==> config.mk <==
export PLATFORM = sky130hd
export DESIGN_NAME = spi_master_ctrl
export DESIGN_NICKNAME = d
export VERILOG_FILES = /design/src/rtl/spi_pkg.sv /design/src/rtl/spi_tick_gen.sv /design/src/rtl/spi_master_ctrl.sv
export SDC_FILE = /design/constraint.sdc
export NUM_CORES = 1
export LEC_CHECK = 0
export CAP_MARGIN = 10
export CORE_MARGIN = 8
export CORE_UTILIZATION = 40
export CTS_BUF_LIST = sky130_fd_sc_hd__clkbuf_4 sky130_fd_sc_hd__clkbuf_8 sky130_fd_sc_hd__clkbuf_16
export CTS_CLUSTER_SIZE = 24
export DETAILED_ROUTE_END_ITERATION = 12
export PLACE_DENSITY = 0.7
export SYNTH_ARGS = -nofsm -noshare
export SYNTH_HDL_FRONTEND = slang
export SYNTH_SLANG_ARGS = --single-unit
==> constraint.sdc <==
create_clock -name PClK -period 2.1 [get_ports PClK]
set_clock_uncertainty 0.05 [all_clocks]
set_input_delay 0.525 -clock PClK [delete_from_list [all_inputs] [get_ports PClK]]
set_output_delay 0.525 -clock PClK [all_outputs]
set_load 0.02 [all_outputs]
==> src/rtl/spi_pkg.sv <==
// Shared types and defaults for the SPI master transfer sequencer.
// Optional build macro used by spi_master_ctrl: SPI_LSB_FIRST_EN.
package spi_pkg;

    typedef enum logic [1:0] {
        IDLE  = 2'd0,
        SETUP = 2'd1,
        SHIFT = 2'd2,
        HOLD  = 2'd3
    } spi_state_e;

    localparam int unsigned SPI_DATA_W_DEF  = 8;
    localparam int unsigned SPI_CLK_DIV_DEF = 4;

    // {CPOL, CPHA}
    localparam logic [1:0] SPI_MODE0 = 2'b00;

endpackage

==> src/rtl/spi_tick_gen.sv <==
// Half-period tick generator: tick is high for one PClK cycle every CLK_DIV
// cycles; clear restarts the count so the next tick lands CLK_DIV cycles later.
module spi_tick_gen
    import spi_pkg::*;
#(
    parameter int unsigned CLK_DIV = SPI_CLK_DIV_DEF,
    parameter int unsigned CNT_W   = 4
) (
    input  logic PClK,
    input  logic PRESETn,
    input  logic clear,
    output logic tick
);

    if (CLK_DIV < 1) begin : g_bad_div
        $error("spi_tick_gen: CLK_DIV must be at least 1");
    end
    if ((64'd1 << CNT_W) < 64'(CLK_DIV)) begin : g_bad_cnt_w
        $error("spi_tick_gen: CNT_W too narrow for CLK_DIV");
    end

    localparam logic [CNT_W-1:0] CNT_LAST = CNT_W'(CLK_DIV - 1);

    logic [CNT_W-1:0] cnt;

    assign tick = (cnt == CNT_LAST);

    // Free-running 0..CLK_DIV-1 counter, restarted by clear
    always_ff @(posedge PClK or negedge PRESETn) begin
        if (!PRESETn) begin
            cnt <= '0;
        end else if (clear || tick) begin
            cnt <= '0;
        end else begin
            cnt <= cnt + 1'b1;
        end
    end

endmodule

==> src/rtl/spi_master_ctrl.sv <==
// SPI mode-0 master transfer sequencer: one DATA_W word per start pulse,
// registered CS_n/SPI_CLK/MOSI, MISO sampled on each SPI_CLK rise.
// Build macro SPI_LSB_FIRST_EN selects LSB-first shifting (default MSB-first).
module spi_master_ctrl
    import spi_pkg::*;
#(
    parameter int unsigned DATA_W  = SPI_DATA_W_DEF,
    parameter int unsigned CLK_DIV = SPI_CLK_DIV_DEF,
    parameter int unsigned CNT_W   = 4
) (
    input  logic              PClK,
    input  logic              PRESETn,
    input  logic              start,
    input  logic [DATA_W-1:0] tx_data,
    output logic              busy,
    output logic              done,
    output logic [DATA_W-1:0] rx_data,
    output logic              SPI_CLK,
    output logic              CS_n,
    output logic              MOSI,
    input  logic              MISO
);

    if (DATA_W < 2 || DATA_W > 32) begin : g_bad_data_w
        $error("spi_master_ctrl: DATA_W must be within 2..32");
    end

    localparam int unsigned     BIT_W    = $clog2(DATA_W);
    localparam logic [BIT_W-1:0] LAST_BIT = BIT_W'(DATA_W - 1);
    localparam logic            CLK_IDLE = SPI_MODE0[1];

    spi_state_e        state;
    logic [DATA_W-1:0] tx_sr;
    logic [DATA_W-1:0] rx_sr;
    logic [BIT_W-1:0]  bit_cnt;
    logic              tick;
    logic              tick_clr;

    logic              first_bit;
    logic              next_bit;
    logic [DATA_W-1:0] tx_shifted;
    logic [DATA_W-1:0] rx_next;

    assign tick_clr = (state == IDLE) && start;

`ifdef SPI_LSB_FIRST_EN
    assign first_bit  = tx_data[0];
    assign next_bit   = tx_sr[1];
    assign tx_shifted = tx_sr >> 1;
    assign rx_next    = {MISO, rx_sr[DATA_W-1:1]};
`else
    assign first_bit  = tx_data[DATA_W-1];
    assign next_bit   = tx_sr[DATA_W-2];
    assign tx_shifted = tx_sr << 1;
    assign rx_next    = {rx_sr[DATA_W-2:0], MISO};
`endif

    spi_tick_gen #(
        .CLK_DIV (CLK_DIV),
        .CNT_W   (CNT_W)
    ) u_tick_gen (
        .PClK    (PClK),
        .PRESETn (PRESETn),
        .clear   (tick_clr),
        .tick    (tick)
    );

    // Transfer FSM with registered pin and status outputs
    always_ff @(posedge PClK or negedge PRESETn) begin
        if (!PRESETn) begin
            state   <= IDLE;
            tx_sr   <= '0;
            rx_sr   <= '0;
            bit_cnt <= '0;
            SPI_CLK <= CLK_IDLE;
            CS_n    <= 1'b1;
            MOSI    <= 1'b0;
            busy    <= 1'b0;
            done    <= 1'b0;
            rx_data <= '0;
        end else begin
            done <= 1'b0;
            case (state)
                IDLE: begin
                    if (start) begin
                        tx_sr   <= tx_data;
                        rx_sr   <= '0;
                        bit_cnt <= '0;
                        CS_n    <= 1'b0;
                        busy    <= 1'b1;
                        MOSI    <= first_bit;
                        state   <= SETUP;
                    end
                end
                SETUP: begin
                    if (tick) begin
                        SPI_CLK <= ~CLK_IDLE;
                        rx_sr   <= rx_next;
                        state   <= SHIFT;
                    end
                end
                SHIFT: begin
                    if (tick) begin
                        if (SPI_CLK != CLK_IDLE) begin
                            // Falling edge: advance MOSI unless the last bit just went out
                            SPI_CLK <= CLK_IDLE;
                            if (bit_cnt == LAST_BIT) begin
                                state <= HOLD;
                            end else begin
                                tx_sr   <= tx_shifted;
                                MOSI    <= next_bit;
                                bit_cnt <= bit_cnt + 1'b1;
                            end
                        end else begin
                            SPI_CLK <= ~CLK_IDLE;
                            rx_sr   <= rx_next;
                        end
                    end
                end
                HOLD: begin
                    if (tick) begin
                        CS_n    <= 1'b1;
                        busy    <= 1'b0;
                        done    <= 1'b1;
                        rx_data <= rx_sr;
                        MOSI    <= 1'b0;
                        state   <= IDLE;
                    end
                end
                default: state <= IDLE;
            endcase
        end
    end

endmodule
Yosys cells after proc, flatten, opt, wreduce, memory -nomap -nowiden. Index checks and enable logic that the tools add are counted.

Bits in read-only memories: 0. Memories: 0. Word-level logic and storage cells: 80. Memory bits (writable): 0. Register bits: 37. Output and inout port bits: 13. Bits in latches: 0.

$lt $le $gt $ge: 0. $mul: 0. Add/subtract/negate cells: 2. Div/mod/pow operators: 0. Bitwise gates (word level): 0. Muxes and demuxes: 39. Reduce and logical (&&, ||, !) cells: 15. Shifts and indexed selects: 0. Equality and inequality tests: 13.

Operators by type and width (count): two-way mux 8 bit (4); two-way mux 7 bit (4); one-hot mux 8 bit (3 select lines) (1); one-hot mux 7 bit (2 select lines) (1); two-way mux 1 bit (12); two-way mux 2 bit (6); two-way mux 3 bit (4); AND reduction 6 bit (2); != test 2 bit, second input constant (5); AND reduction 5 bit (2); one-hot mux 2 bit (4 select lines) (1); != test 2 x 1 -> 1 bit, second input constant (3); one-hot mux 1 bit (2 select lines) (3); one-hot mux 3 bit (2 select lines) (1); AND reduction 3 bit (2); nonzero test 2 bit (3); nonzero test 3 bit (2); adder 4 x 1 -> 4 bit, second input constant (1); equality test 2 bit, second input constant (2); equality test 4 x 2 -> 1 bit, second input constant (1); two-way mux 4 bit (1); adder 3 x 1 -> 3 bit, second input constant (1); equality test 3 bit, second input constant (1); one-hot mux 1 bit (3 select lines) (1); 5 further kinds (5).

Logic depth before layout (Yosys ltp).
Word-level depth: 5. Depth in mapped cells: 8. Mapped depth without buffers: 6.

By module. Synthesis repeated with hierarchy kept, for this count alone.

Cell total of the unflattened synthesis: 178. Area, all modules: 1841.8 µm².

By module, submodules not included: spi_master_ctrl (times used 1, seq. area each 827.0 µm², cells each 163, area each 1650.3 µm²); spi_tick_gen (times used 1, seq. area each 100.1 µm², cells each 15, area each 191.4 µm²).

Worst setup path after synthesis. OpenSTA, ideal clock, no wires.

Path kind: register to register. From: register u_tick_gen.cnt[0]. To: register bit_cnt[0]. Data arrival time: 1.807 ns. Setup slack: 0.119 ns. Library setup time: 0.125 ns. Cell stages (with the launch flop): 6. Clock period less this slack: 1.981 ns. Path buffers: 0. Cells stage by stage: dfrtp_1 -> ha_1 -> or3b_4 -> nor3_4 -> a2bb2oi_4 -> mux2_2.

Cells in the longest elaborated chain, start to end: 3.

RTL lines: start, declared (line spi_tick_gen.sv:24) `logic [CNT_W-1:0] cnt;`; start signal, assigned (line spi_tick_gen.sv:35) `cnt <= cnt + 1'b1;`; equality test 4 x 2 -> 1 bit (line spi_tick_gen.sv:26) `assign tick = (cnt == CNT_LAST);`; != test 2 x 1 -> 1 bit (no line); AND reduction 5 bit (no line); end signal, assigned (line spi_master_ctrl.sv:112) `bit_cnt <= bit_cnt + 1'b1;`; end, declared (line spi_master_ctrl.sv:35) `logic [BIT_W-1:0] bit_cnt;`.

Every way passes these cells. A chain may end at the register's enable or synchronous reset.

Final worst setup path.
From: register u_tick_gen.cnt[0]. To: register tx_sr[5].

Cells in the longest elaborated chain, start to end: 3.

RTL lines: equality test 4 x 2 -> 1 bit (line spi_tick_gen.sv:26); != test 2 x 1 -> 1 bit (no line); AND reduction 5 bit (no line); end signal, assigned (line spi_master_ctrl.sv:86) `tx_sr <= tx_data;`; end signal, assigned (line spi_master_ctrl.sv:110) `tx_sr <= tx_shifted;`; end, declared (line spi_master_ctrl.sv:33) `logic [DATA_W-1:0] tx_sr;`.

Every way passes these cells.

==> results_dict.tcl <==
set metrics [dict create \
    outcome "finished with violations" \
    violations "setup timing" \
    cts_made_buffers 5 \
    r2r_end "tx_sr[5]$_DFFE_PN0P_" \
    critPathRequiredTime_ns 2.23 \
    slew_violations 0 \
    p_total_mw 3.279 \
    fin_crit_ns 2.102 \
    setup_ws_ns -0.002075 \
    cellLeakagePower_nw 0.9944 \
    path_clk_slew_ns 0.07 \
    clock.fmax_ghz 0.4757 \
    design.core.area_mm2 0.004294 \
    post-cts-setup-buffer-count 0 \
    setup_viol 1 \
    fillers 375 \
    grt.overflow.total 0 \
    yosys_warnings 0 \
    synth-compound-area-share 0.08079 \
    synth_cells 154 \
    totalWireLength_um 3501 \
    cpPeakStageDelay_ns 0.42 \
    htree_levels 2 \
    hold_viol_final 0 \
    synthToLayoutAreaGrowth_pct 26.86 \
    yosys-top-cells-area "dfrtp_1 51%, mux2_2 16%, ha_1 5.7%, nand2_1 5.1%, o21ai_0 3.7%" \
    layout.nets 209 \
    cts_tree "yes" \
    ys_seq_area_frac 0.5252 \
    start_util 0.4111 \
    groute.usage.overall 0.1128 \
    hold_class "primary input to async pin" \
    crit_buf_inv 0 \
    synth.distinct_cells 28 \
    cts.sink_count 37 \
    cts_hold_buffers 0 \
    numPortBuffers 24 \
    gp_congestion 0.7877 \
    die_width_um 82.44 \
    die_h_um 82.44 \
    row_count 24 \
    pin_count 25 \
    antennaDiodeCount 0 \
    path_cells "ha_2 -> or3b_4 -> nor3_4 -> a2bb2oi_4 -> mux2_2" \
    p_per_area_mw_per_mm2 1464 \
    grt_pass1_vias 1256 \
    dr.pass1.iters 4 \
    rr_startpoint "u_tick_gen.cnt[0]$_DFF_PN0_" \
    setup_tns_ns -0.002075 \
    synthMuxAreaShare 0.1821 \
    cap_viol_max_count 0 \
    clk_latency_ns 0.29 \
    synth.avg_cell_area_um2 11.46 \
    grt_max_degree 38 \
    cpMaxStageDelayCell "or3b_4" \
    reg2reg_setup_slack_ns -0.002 \
    cp_max_fo 5 \
    synth_simple_gate_area_frac 0.1262 \
    avgRoutedWirePerCell_um 14.47 \
    synth_top_family_by_area "multiplexers" \
    dp_hpwl_um 2467 \
    antenna_found_initial 0 \
    clockBufferDepth 2 \
    root_buffer "clkbuf_8" \
    slew_headroom 0.6897 \
    reg2regPathDepth 5 \
    fin_crit_sh 1.001 \
    ant_nets 0 \
    synth-xor-area-share 0.004961 \
    vias 1206 \
    drc 0 \
    rsz0062_at_grt "true" \
    ys_ff_latch 37 \
    vias_per_cell 4.983 \
    vdd_drop_max_uv 491.4 \
    grt_pass1_wl_um 5830 \
    critPathTopFamily "simple AND/OR/NAND/NOR gates" \
    path_class "register to register" \
    drive_gt1_frac 0.2579 \
    critPathArrivalTime_ns 2.23 \
    drtIter0Drc 82 \
    synth_top_area_frac 0.5103 \
    syn_nets 174 \
    max_slew.worst_pin.slew_ns 0.4654 \
    end_kind "register" \
    synthAdderAreaFrac 0.05670 \
    cp-start-kind "register" \
    dp_slack_ns 0.01847 \
    synth_area_mm2 0.001765 \
    die-area_mm2 0.006796 \
    yosys.area.top_type "dfrtp_1" \
]
==> layout by cell type (no fill, tap or decap), drive strengths merged <==
| cell | count |
|---|---|
| dfrtp | 36 |
| mux2 | 25 |
| nand2 | 24 |
| clkdlybuf4s50 | 23 |
| o21ai | 13 |
| buf | 10 |
| nor2 | 8 |
| ha | 8 |
| inv | 5 |
| a21oi | 5 |
| clkbuf | 5 |
| mux2i | 4 |
| nor2b | 3 |
| nand2b | 2 |
| a2bb2oi | 2 |
| clkinv | 2 |
| nor3 | 2 |
| dfstp | 1 |
| and2b | 1 |
| or3b | 1 |
| and3 | 1 |
| nand3 | 1 |
| xor2 | 1 |
| nor3b | 1 |
| and2 | 1 |
| a221oi | 1 |
| o221ai | 1 |
| or3 | 1 |
| o2111ai | 1 |
| clkinvlp | 1 |
==> metrics by stage <==
stage | hold slack, ns | utilization | std cells | cell area (um^2)
3_5_place_dp | 0.4167 | 0.4913 | 233 | 2110
5_1_grt | 0.2529 | 0.5216 | 242 | 2240
4_1_cts | 0.2322 | 0.5114 | 241 | 2196
3_3_place_gp | 0.3888 | 0.4913 | 233 | 2110
2_1_floorplan | 0.1794 | - | 154 | 1765
6_report | 0.2191 | 0.5216 | 242 | 2240
==> area by class of cell <==
type / count / area, um^2 / area share
sequential: 37 / 927.1 / 0.4140
multi-input combinational: 107 / 839.6 / 0.3749
timing repair buffer: 33 / 302.8 / 0.1352
clock buffer: 5 / 68.82 / 0.03073
tap: 52 / 65.06 / 0.02905
inverter: 5 / 18.77 / 0.008380
clock inverter: 3 / 17.52 / 0.007821
==> synth_stat cells <==
cell	n
dfstp_2	1
buf_2	1
nor3b_1	1
nor3_4	1
ha_1	8
a2bb2oi_4	1
and3_1	1
clkbuf_1	5
nand2b_1	2
a221oi_1	1
nor2b_1	3
inv_1	5
and2_1	1
nor2_1	8
nand3_1	1
or3b_4	1
and2b_1	1
nor3_1	1
mux2i_1	4
or3_1	1
o221ai_1	1
nand2_1	24
mux2_2	25
xor2_1	1
a21oi_1	5
o2111ai_1	1
o21ai_0	13
dfrtp_1	36
==> what timing repair did <==
| action | in CTS | in global routing |
|---|---|---|
| pin swaps | 1 | 0 |
| setup endpoints to repair | 1 | 10 |
| resized for setup | 0 | 6 |
| gates cloned | 0 | 1 |
==> cells by family after synthesis <==
kind of cell	after synthesis
flip-flops	37
AND/OR/NAND/NOR	46
multiplexers	29
XOR/XNOR	1
AO/OA/AOI/OAI	22
adder cells (fa/ha/maj)	8
buffers and inverters	11
==> routing by layer <==
layer  up-vias  track usage  share of wire
li1        602            -              -
met5         -            0              0
met4         0      0.06316          0.025
met2        17       0.1887           0.51
met3         7      0.03463          0.043
met1       580       0.1248           0.42
==> worst max-delay path by stage <==
stage	slack (ns)	from	to	depth (start not counted)
global route	-0.07	u_tick_gen.cnt[0]$_DFF_PN0_	bit_cnt[1]$_DFFE_PN0P_	6
detailed placement	0.02	u_tick_gen.cnt[0]$_DFF_PN0_	tx_sr[2]$_DFFE_PN0P_	5
global placement	0.08	u_tick_gen.cnt[0]$_DFF_PN0_	tx_sr[4]$_DFFE_PN0P_	5
finish	-0.002	u_tick_gen.cnt[0]$_DFF_PN0_	tx_sr[5]$_DFFE_PN0P_	5
CTS	0.005	u_tick_gen.cnt[0]$_DFF_PN0_	tx_sr[5]$_DFFE_PN0P_	5
floorplan	0.12	u_tick_gen.cnt[0]$_DFF_PN0_	bit_cnt[0]$_DFFE_PN0P_	5
==> where the power goes <==
group          switching, mW  internal, mW  total (mW)  leakage, nW
sequential             0.148         0.959        1.11        0.474
clock                  0.255         0.229       0.483       0.0439
combinational          0.816         0.873        1.69        0.476
total                   1.22          2.06        3.28        0.994
==> registers in the layout, summed over array words and instances, names as in the netlist, 2 cells and up <==
register,cells
rx_sr,8
state,2
rx_data,8
u_tick_gen.cnt,4
tx_sr,7
bit_cnt,3
(Power assumes the default switching activity.)
